$ cat src/rtl/count_display.sv
// Display back end: synchronises a 7-bit count, converts it to BCD with a sequential
// shift-and-add-3 engine and scans three active-low seven-segment digits.
// Optional leading-zero blanking via `COUNT_DISPLAY_BLANK_EN.
module count_display #(
    parameter int unsigned REFRESH_DIV = 50000
) (
    input  logic       clk,
    input  logic       rst,
    input  logic [6:0] count_in,
    output logic [6:0] seg,
    output logic [2:0] an,
    output logic       busy
);

    localparam int unsigned RW = $clog2(REFRESH_DIV);
    localparam logic [RW-1:0] REF_MAX = RW'(REFRESH_DIV - 1);

    typedef enum logic [1:0] {
        IDLE,
        SHIFT,
        COMMIT
    } state_t;

    state_t        state;
    logic [6:0]    s1;
    logic [6:0]    s2;
    logic [6:0]    last;
    logic          first;
    logic [2:0]    bitcnt;
    logic [18:0]   sr;
    logic [18:0]   sr_adj;
    logic [11:0]   disp_bcd;
    logic [RW-1:0] refcnt;
    logic [1:0]    digit;
    logic [3:0]    nib_c;
    logic          blank_c;
    logic [6:0]    seg_c;
    logic [2:0]    an_c;

    function automatic logic [3:0] add3(input logic [3:0] n);
        return (n >= 4'd5) ? n + 4'd3 : n;
    endfunction

    function automatic logic [6:0] decode(input logic [3:0] d);
        logic [6:0] s;
        case (d)
            4'd0:    s = 7'b1000000;
            4'd1:    s = 7'b1111001;
            4'd2:    s = 7'b0100100;
            4'd3:    s = 7'b0110000;
            4'd4:    s = 7'b0011001;
            4'd5:    s = 7'b0010010;
            4'd6:    s = 7'b0000010;
            4'd7:    s = 7'b1111000;
            4'd8:    s = 7'b0000000;
            4'd9:    s = 7'b0010000;
            default: s = 7'b1111111;
        endcase
        return s;
    endfunction

    // Layout: [18:15] hundreds, [14:11] tens, [10:7] ones, [6:0] binary remainder
    always_comb begin
        sr_adj = {add3(sr[18:15]), add3(sr[14:11]), add3(sr[10:7]), sr[6:0]};
    end

    // Input synchroniser and conversion FSM
    always_ff @(posedge clk) begin
        if (rst) begin
            s1       <= 7'd0;
            s2       <= 7'd0;
            last     <= 7'd0;
            first    <= 1'b1;
            state    <= IDLE;
            bitcnt   <= 3'd0;
            sr       <= 19'd0;
            disp_bcd <= 12'd0;
            busy     <= 1'b0;
        end else begin
            s1 <= count_in;
            s2 <= s1;
            case (state)
                IDLE: begin
                    if ((s1 == s2) && ((s2 != last) || first)) begin
                        sr     <= {12'd0, s2};
                        last   <= s2;
                        first  <= 1'b0;
                        bitcnt <= 3'd7;
                        busy   <= 1'b1;
                        state  <= SHIFT;
                    end
                end
                SHIFT: begin
                    sr     <= sr_adj << 1;
                    bitcnt <= bitcnt - 3'd1;
                    if (bitcnt == 3'd1) begin
                        state <= COMMIT;
                    end
                end
                COMMIT: begin
                    disp_bcd <= sr[18:7];
                    busy     <= 1'b0;
                    state    <= IDLE;
                end
                default: begin
                    busy  <= 1'b0;
                    state <= IDLE;
                end
            endcase
        end
    end

    // Digit select and segment decode for the current scan position
    always_comb begin
        an_c    = 3'b111;
        nib_c   = 4'd0;
        blank_c = 1'b0;
        case (digit)
            2'd0: begin
                an_c  = 3'b110;
                nib_c = disp_bcd[3:0];
            end
            2'd1: begin
                an_c  = 3'b101;
                nib_c = disp_bcd[7:4];
`ifdef COUNT_DISPLAY_BLANK_EN
                blank_c = (disp_bcd[11:4] == 8'd0);
`endif
            end
            2'd2: begin
                an_c  = 3'b011;
                nib_c = disp_bcd[11:8];
`ifdef COUNT_DISPLAY_BLANK_EN
                blank_c = (disp_bcd[11:8] == 4'd0);
`endif
            end
            default: blank_c = 1'b1;
        endcase
        seg_c = blank_c ? 7'b1111111 : decode(nib_c);
    end

    // Refresh divider, scan position and registered pin drivers
    always_ff @(posedge clk) begin
        if (rst) begin
            refcnt <= '0;
            digit  <= 2'd0;
            an     <= 3'b111;
            seg    <= 7'h7F;
        end else begin
            if (refcnt == REF_MAX) begin
                refcnt <= '0;
                digit  <= (digit == 2'd2) ? 2'd0 : digit + 2'd1;
            end else begin
                refcnt <= refcnt + RW'(1);
            end
            an  <= an_c;
            seg <= seg_c;
        end
    end

endmodule

$ cat config.mk
export PLATFORM = sky130hd
export DESIGN_NAME = count_display
export DESIGN_NICKNAME = d
export VERILOG_FILES = /design/src/rtl/count_display.sv
export SDC_FILE = /design/constraint.sdc
export NUM_CORES = 1
export LEC_CHECK = 0
export BUFFER_PORTS_ARGS = -buffer_cell sky130_fd_sc_hd__buf_2
export CAP_MARGIN = 20
export CORE_MARGIN = 8
export CORE_UTILIZATION = 55
export CTS_CLUSTER_DIAMETER = 200
export CTS_CLUSTER_SIZE = 8
export DETAILED_ROUTE_END_ITERATION = 10
export PLACE_DENSITY = 0.86
export SYNTH_ARGS = -nofsm -noshare
export SYNTH_HDL_FRONTEND = slang
export SYNTH_SLANG_ARGS = --single-unit
export TNS_END_PERCENT = 1
$ cat constraint.sdc
create_clock -name clk -period 1.8 [get_ports clk]
set_input_delay 0.18 -clock clk [delete_from_list [all_inputs] [get_ports clk]]
set_output_delay 0.18 -clock clk [all_outputs]
set_load 0.02 [all_outputs]
Word level (Yosys, flattened, before mapping)

Memory sizes are Yosys's and may differ from the RTL's. A register that Yosys moved wholly into a read port is not among the register bits.
Cells that the tools add are included.

Add/sub/neg operators: 6
Multiply operators: 0
Divide/modulo/power cells: 0
Order comparisons: 3
Equality and inequality tests: 10
Shifts and indexed selects: 0
Multiplexer cells: 15
Bitwise operators: 2
Reductions and logical operators: 12

Operators with widths:

| kind                                                                                | count |
|---|---|
| 19-bit case mux with 2 select lines                                                 | 1 |
| 19-bit 2-to-1 mux                                                                   | 1 |
| 16-bit by 1-bit adder with 16-bit output, second input constant                     | 1 |
| 16-bit == test, second input constant                                               | 1 |
| 4-bit by 3-bit greater-or-equal comparator with 1-bit output, second input constant | 3 |
| 4-bit case mux with 3 select lines                                                  | 1 |
| 3-bit case mux with 3 select lines                                                  | 1 |
| 4-bit by 2-bit adder with 4-bit output, second input constant                       | 2 |
| 4-bit 2-to-1 mux                                                                    | 2 |
| 2-bit AND reduction                                                                 | 4 |
| 7-bit == test                                                                       | 1 |
| 7-bit != test                                                                       | 1 |
| 2-bit 2-to-1 mux                                                                    | 3 |
| 3-bit 2-to-1 mux                                                                    | 2 |
| 3-bit case mux with 2 select lines                                                  | 1 |
| 2-bit by 1-bit == test with 1-bit output, second input constant                     | 2 |
| 2-bit == test, second input constant                                                | 2 |
| 2-bit zero test                                                                     | 2 |
| 2-bit != test, second input constant                                                | 2 |
| 2-bit case mux with 2 select lines                                                  | 1 |
| 2-bit OR reduction                                                                  | 2 |
| 3-bit by 2-bit adder with 3-bit output, second input constant                       | 1 |
| 3-bit by 1-bit == test with 1-bit output, second input constant                     | 1 |
| 3-bit OR reduction                                                                  | 1 |
| other kinds (8)                                                                     | 9 |

Register bits: 80
Latch bits: 0
RAM bits: 0
ROM bits: 112
Input bits: 9
Output and inout port bits: 11
Memories: 1

Memory list:

| memory           | words | width | rd ports | clocked after memory_dff | write ports | line | text |
|---|---|---|---|---|---|---|---|
| (name not given) | 16    | 7     | 1        | 1                        | 0           | 46   | `case (d)` |

Depth between registers and ports, before layout

Depth after elaboration: 5
Gate-level depth with buffers: 8
Mapped depth without buffers: 7

Least setup slack after synthesis

OpenSTA, ideal clock, no wires.

Path type: flip-flop to flip-flop
Start: register s2[1]
End: register sr[7]
Library setup time: 132 ps
Data arrival time: 1,817 ps
Slack: -150 ps
Cell stages (with the launch flop): 8
Path buffers: 2
Clock period less this slack: 1,950 ps
Cell sequence: dfxtp_1 xor2_1 or3_4 or4_4 buf_6 buf_6 o211ai_2 a21oi_1

Longest elaborated chain between the ends: 5
Elaborated cells on any way between the ends: 6
Classes of those cells: eq/ne: 3; reduce/logical: 3

Ends and longest elaborated chain:

| item                              | line | text |
|---|---|---|
| from (decl)                       | 26   | `logic [6:0] s2;` |
| from (signal assigned)            | 71   | `s2 <= 7'd0;` |
| from (signal assigned)            | 81   | `s2 <= s1;` |
| 7-bit != test                     | 84   | `if ((s1 == s2) && ((s2 != last) \|\| first)) begin` |
| 1-bit logical OR                  | 84   |  |
| 1-bit logical AND (*)             | 84   |  |
| 2-bit != test (no line) (*)       | --   |  |
| 2-bit AND reduction (no line) (*) | --   |  |
| to (signal assigned)              | 85   | `sr <= {12'd0, s2};` |
| to (signal assigned)              | 94   | `sr <= sr_adj << 1;` |
| to (decl)                         | 30   | `logic [18:0] sr;` |

Mark *: on every way between the ends. The rest lies on a longest branch, timed or not.
A chain may end at the register's enable or synchronous reset.

Worst setup path after layout

Start: register s1[1]
End: register sr[7]

Longest elaborated chain between the ends: 4

Ends and longest elaborated chain:

| item                          | line | text |
|---|---|---|
| from (decl)                   | 25   | `logic [6:0] s1;` |
| from (signal assigned)        | 80   | `s1 <= count_in;` |
| 7-bit == test                 | 84   |  |
| 1-bit logical AND             | 84   |  |
| 2-bit != test (no line)       | --   |  |
| 2-bit AND reduction (no line) | --   |  |

No other way between the ends.

==> results.yml <==
placed_design:
  dp_hpwl_um: 5390
  place.gp.congestion: 0.830
  post-place-ws_ns: -0.0986
  place.port_buffers: 19
  place_inst: 561
clock_tree:
  clock_latency_ns: 0.36
  cts_tree: "built"
  clk_pin_slew_ns: 0.08
  clockRootBuffer: "clkbuf_8"
  cts_hold_buffers: 0
  ctsHtreeMaxLevel: 3
  cts_buffers: 9
  clock-sinks: 87
  post_cts_buffers: 0
  clk_path_buf_depth: 2
worst_setup_path:
  path_cells: "xor2_1 -> or3_4 -> or4_4 -> buf_12 -> o211ai_2 -> a21oi_2"
  worstPathBufferInverterCount: 1
  cp.required_ns: 2.03
  cp-start-kind: "register"
  critical-path-top-delay-family: "simple AND/OR/NAND/NOR gates"
  criticalPathCategory: "reg -> reg"
  reg2regPathDepth: 6
  cp_max_fo: 12
  worst-path-stages: 6
  cp.arrival_ns: 2.16
  slowest_stage: "or4_4"
  end_kind: "register"
  slowest_delay_ns: 0.50
timing:
  max_clock_freq_mhz: 517
  grt_setup_unrepaired: "true"
  setup_viol: 23
  finalWorstSetupSlack_ns: -0.133
  slew_viol_final: 0
  period_needed_ns: 1.93
  slew-limit-headroom_pct: 68.1
  finalCritPeriodShare_pct: 107
  fin_tns_setup_ns: -1.84
  finClkSkew_ns: 0.0109
  worst_pin_slew_ns: 0.478
  final_hold_viol_count: 0
layout:
  antenna_cells: 0
  layout_common_cells: "81 x dfxtp_1, 68 x nand2_1, 37 x a21oi_1"
  nets: 499
  final_layout_size_suffix_gt1_share_pct: 21.7
  final_common_cell: "dfxtp_1"
  area_growth_pct: 17.4
  final-instance-count-excl-fill: 576
power:
  vdd_ir_drop_max_mv: 0.683
  powerDensity_mw_per_mm2: 861
  p_leak_uw: 0.00169
worst_hold_path:
  hold_path.class: "in -> reg"
  holdPathStages: 2
drt:
  post_drt_wl_per_cell_um: 14.1
  vias: 3161
  drt_iter0_drc: 170
  totalWireLength_um: 8100
  drcViolationCount: 0
  dr.pass1.iters: 4
  via_per_inst: 5.49
  antenna_left: 0
logic_synthesis:
  ys_warn_count: 0
  synth_seq_area_share_pct: 44.6
  synthArstFlopShare_pct: 0
  synth_area_mm2: 0.00391
  netlist_instances: 441
  yosysUniqueCellTypes: 44
  synth_top_flop_cell: "dfxtp_1"
  avgSynthCellArea_um2: 8.86
  syn_nets: 464
  synth_edf_count: 0
  synth-seq-cells: 87
die:
  dieArea_mm2: 0.0101
  coreArea_mm2: 0.00683
  num_rows: 30
  dieWidth_um: 100
  pin_count: 20
  die_h_um: 100
  initial_utilization_pct: 57.2
grt:
  grt_max_degree: 24
  grt_pass1_vias: 3110
  antenna_found_initial: 0
  grt_overflow_total: 0
  grtUsageTotal_pct: 16.4
  grt_pass1_wl_um: 13500
run_status:
  outcome: "finished, violations left"
  violations: "negative setup slack"
run:
  cap_viol_max_count: 0
## final cells by class
cell class / count / area (um2)
clock buffer: 9 / 124
clock inverter: 6 / 109
fill: 502 / 2240
inverter: 12 / 45.0
multi-input combinational: 317 / 2090
sequential: 87 / 1750
tap: 96 / 120
timing repair buffer: 49 / 357
## what timing repair did
action | 4_1_cts | 5_1_grt
pin swaps | 8 | 4
resized for setup | 7 | 17
endpoints found under the setup margin | 31 | 49
hold endpoints to repair | 0 | 0
## cells in the mapped netlist, types with 2 or more instances
| master | instances | share of area (%) |
|---|---|---|
| dfxtp_1 | 87 | 45 |
| nand2_1 | 69 | 6.6 |
| a21oi_1 | 41 | 5.2 |
| nor2_1 | 36 | 3.5 |
| xnor2_1 | 21 | 4.7 |
| clkbuf_1 | 18 | 1.7 |
| nor2b_1 | 17 | 2.7 |
| ha_1 | 14 | 4.5 |
| inv_1 | 12 | 1.2 |
| nand2b_1 | 12 | 1.9 |
| o211ai_2 | 12 | 3.8 |
| o21ai_0 | 12 | 1.5 |
| nand3_1 | 11 | 1.4 |
| xor2_1 | 11 | 2.5 |
| mux2i_1 | 8 | 2.0 |
| o21ai_1 | 7 | 0.90 |
| a21o_1 | 5 | 0.96 |
| a311oi_1 | 5 | 1.1 |
| nand4_1 | 4 | 0.64 |
| o211ai_1 | 4 | 0.77 |
| and3_1 | 3 | 0.48 |
| and4_1 | 3 | 0.67 |
| buf_6 | 3 | 0.86 |
| buf_2 | 2 | 0.26 |
| nor3_1 | 2 | 0.26 |
| nor4_2 | 2 | 0.64 |
| o22ai_1 | 2 | 0.32 |
| o2bb2ai_1 | 2 | 0.45 |
## per-layer routing
metal / global-route usage (%) / routed length (um) / part of all wire, % / vias to the layer above
li1: - / - / - / 1564
met1: 18.5 / 3480 / 43 / 1505
met2: 28.3 / 4070 / 50 / 72
met3: 3.67 / 342 / 4.2 / 20
met4: 8.60 / 208 / 2.6 / 0
met5: 0 / 0 / 0 / -
## state kept, by name (all words and copies together), names as in the netlist
register / cells
an: 3
bitcnt: 3
busy: 1
digit: 2
disp_bcd: 12
first: 1
last: 7
refcnt: 16
s1: 7
s2: 7
seg: 7
sr: 19
state: 2
## report_power, final
part	internal (uW)	total, uW	leakage [uW]	switching [uW]
sequential	1980	2020	0.000710	38.5
clock	914	1590	0.000119	678
combinational	145	338	0.000862	194
total	3040	3950	0.00169	910
## stage by stage
| stage | utilization [%] | power (uW) | area [um2] | hold WS (ns) |
|---|---|---|---|---|
| after floorplan | - | 2270 | 3920 | 0.308 |
| after CTS | 66.3 | 3960 | 4530 | 0.0124 |
| after global placement | 62.5 | 2360 | 4270 | 0.387 |
| final | 67.2 | 3950 | 4590 | 0.0292 |
| after global routing | 67.2 | 4080 | 4590 | 0.0216 |
| after detailed placement | 62.5 | 2380 | 4270 | 0.393 |
## worst reg2reg max path: cells and delay by family, from the launching register on
kind,cells,cell delay [ns]
simple gates,2,0.88
flops,1,0.33
compound gates,2,0.25
buf+inv,1,0.19
xor+xnor,1,0.16
## worst paths after layout
path / start / to / slack (ns)
min reg2reg: refcnt[0] / refcnt[0] / 0.44
max: s1[1] / sr[7] / -0.13
max reg2reg: s1[1] / sr[7] / -0.13
min: count_in[6] / s1[6] / 0.03
## kinds of logic after synthesis
family / Yosys count / synth area share, %
buf+inv: 37 / 4.29
flops: 87 / 44.6
mux: 8 / 2.05
compound gates: 95 / 16.3
xor+xnor: 32 / 7.17
simple gates: 168 / 21.1
fa+ha+maj: 14 / 4.48
Note: power is estimated with default switching activity, not from simulation.
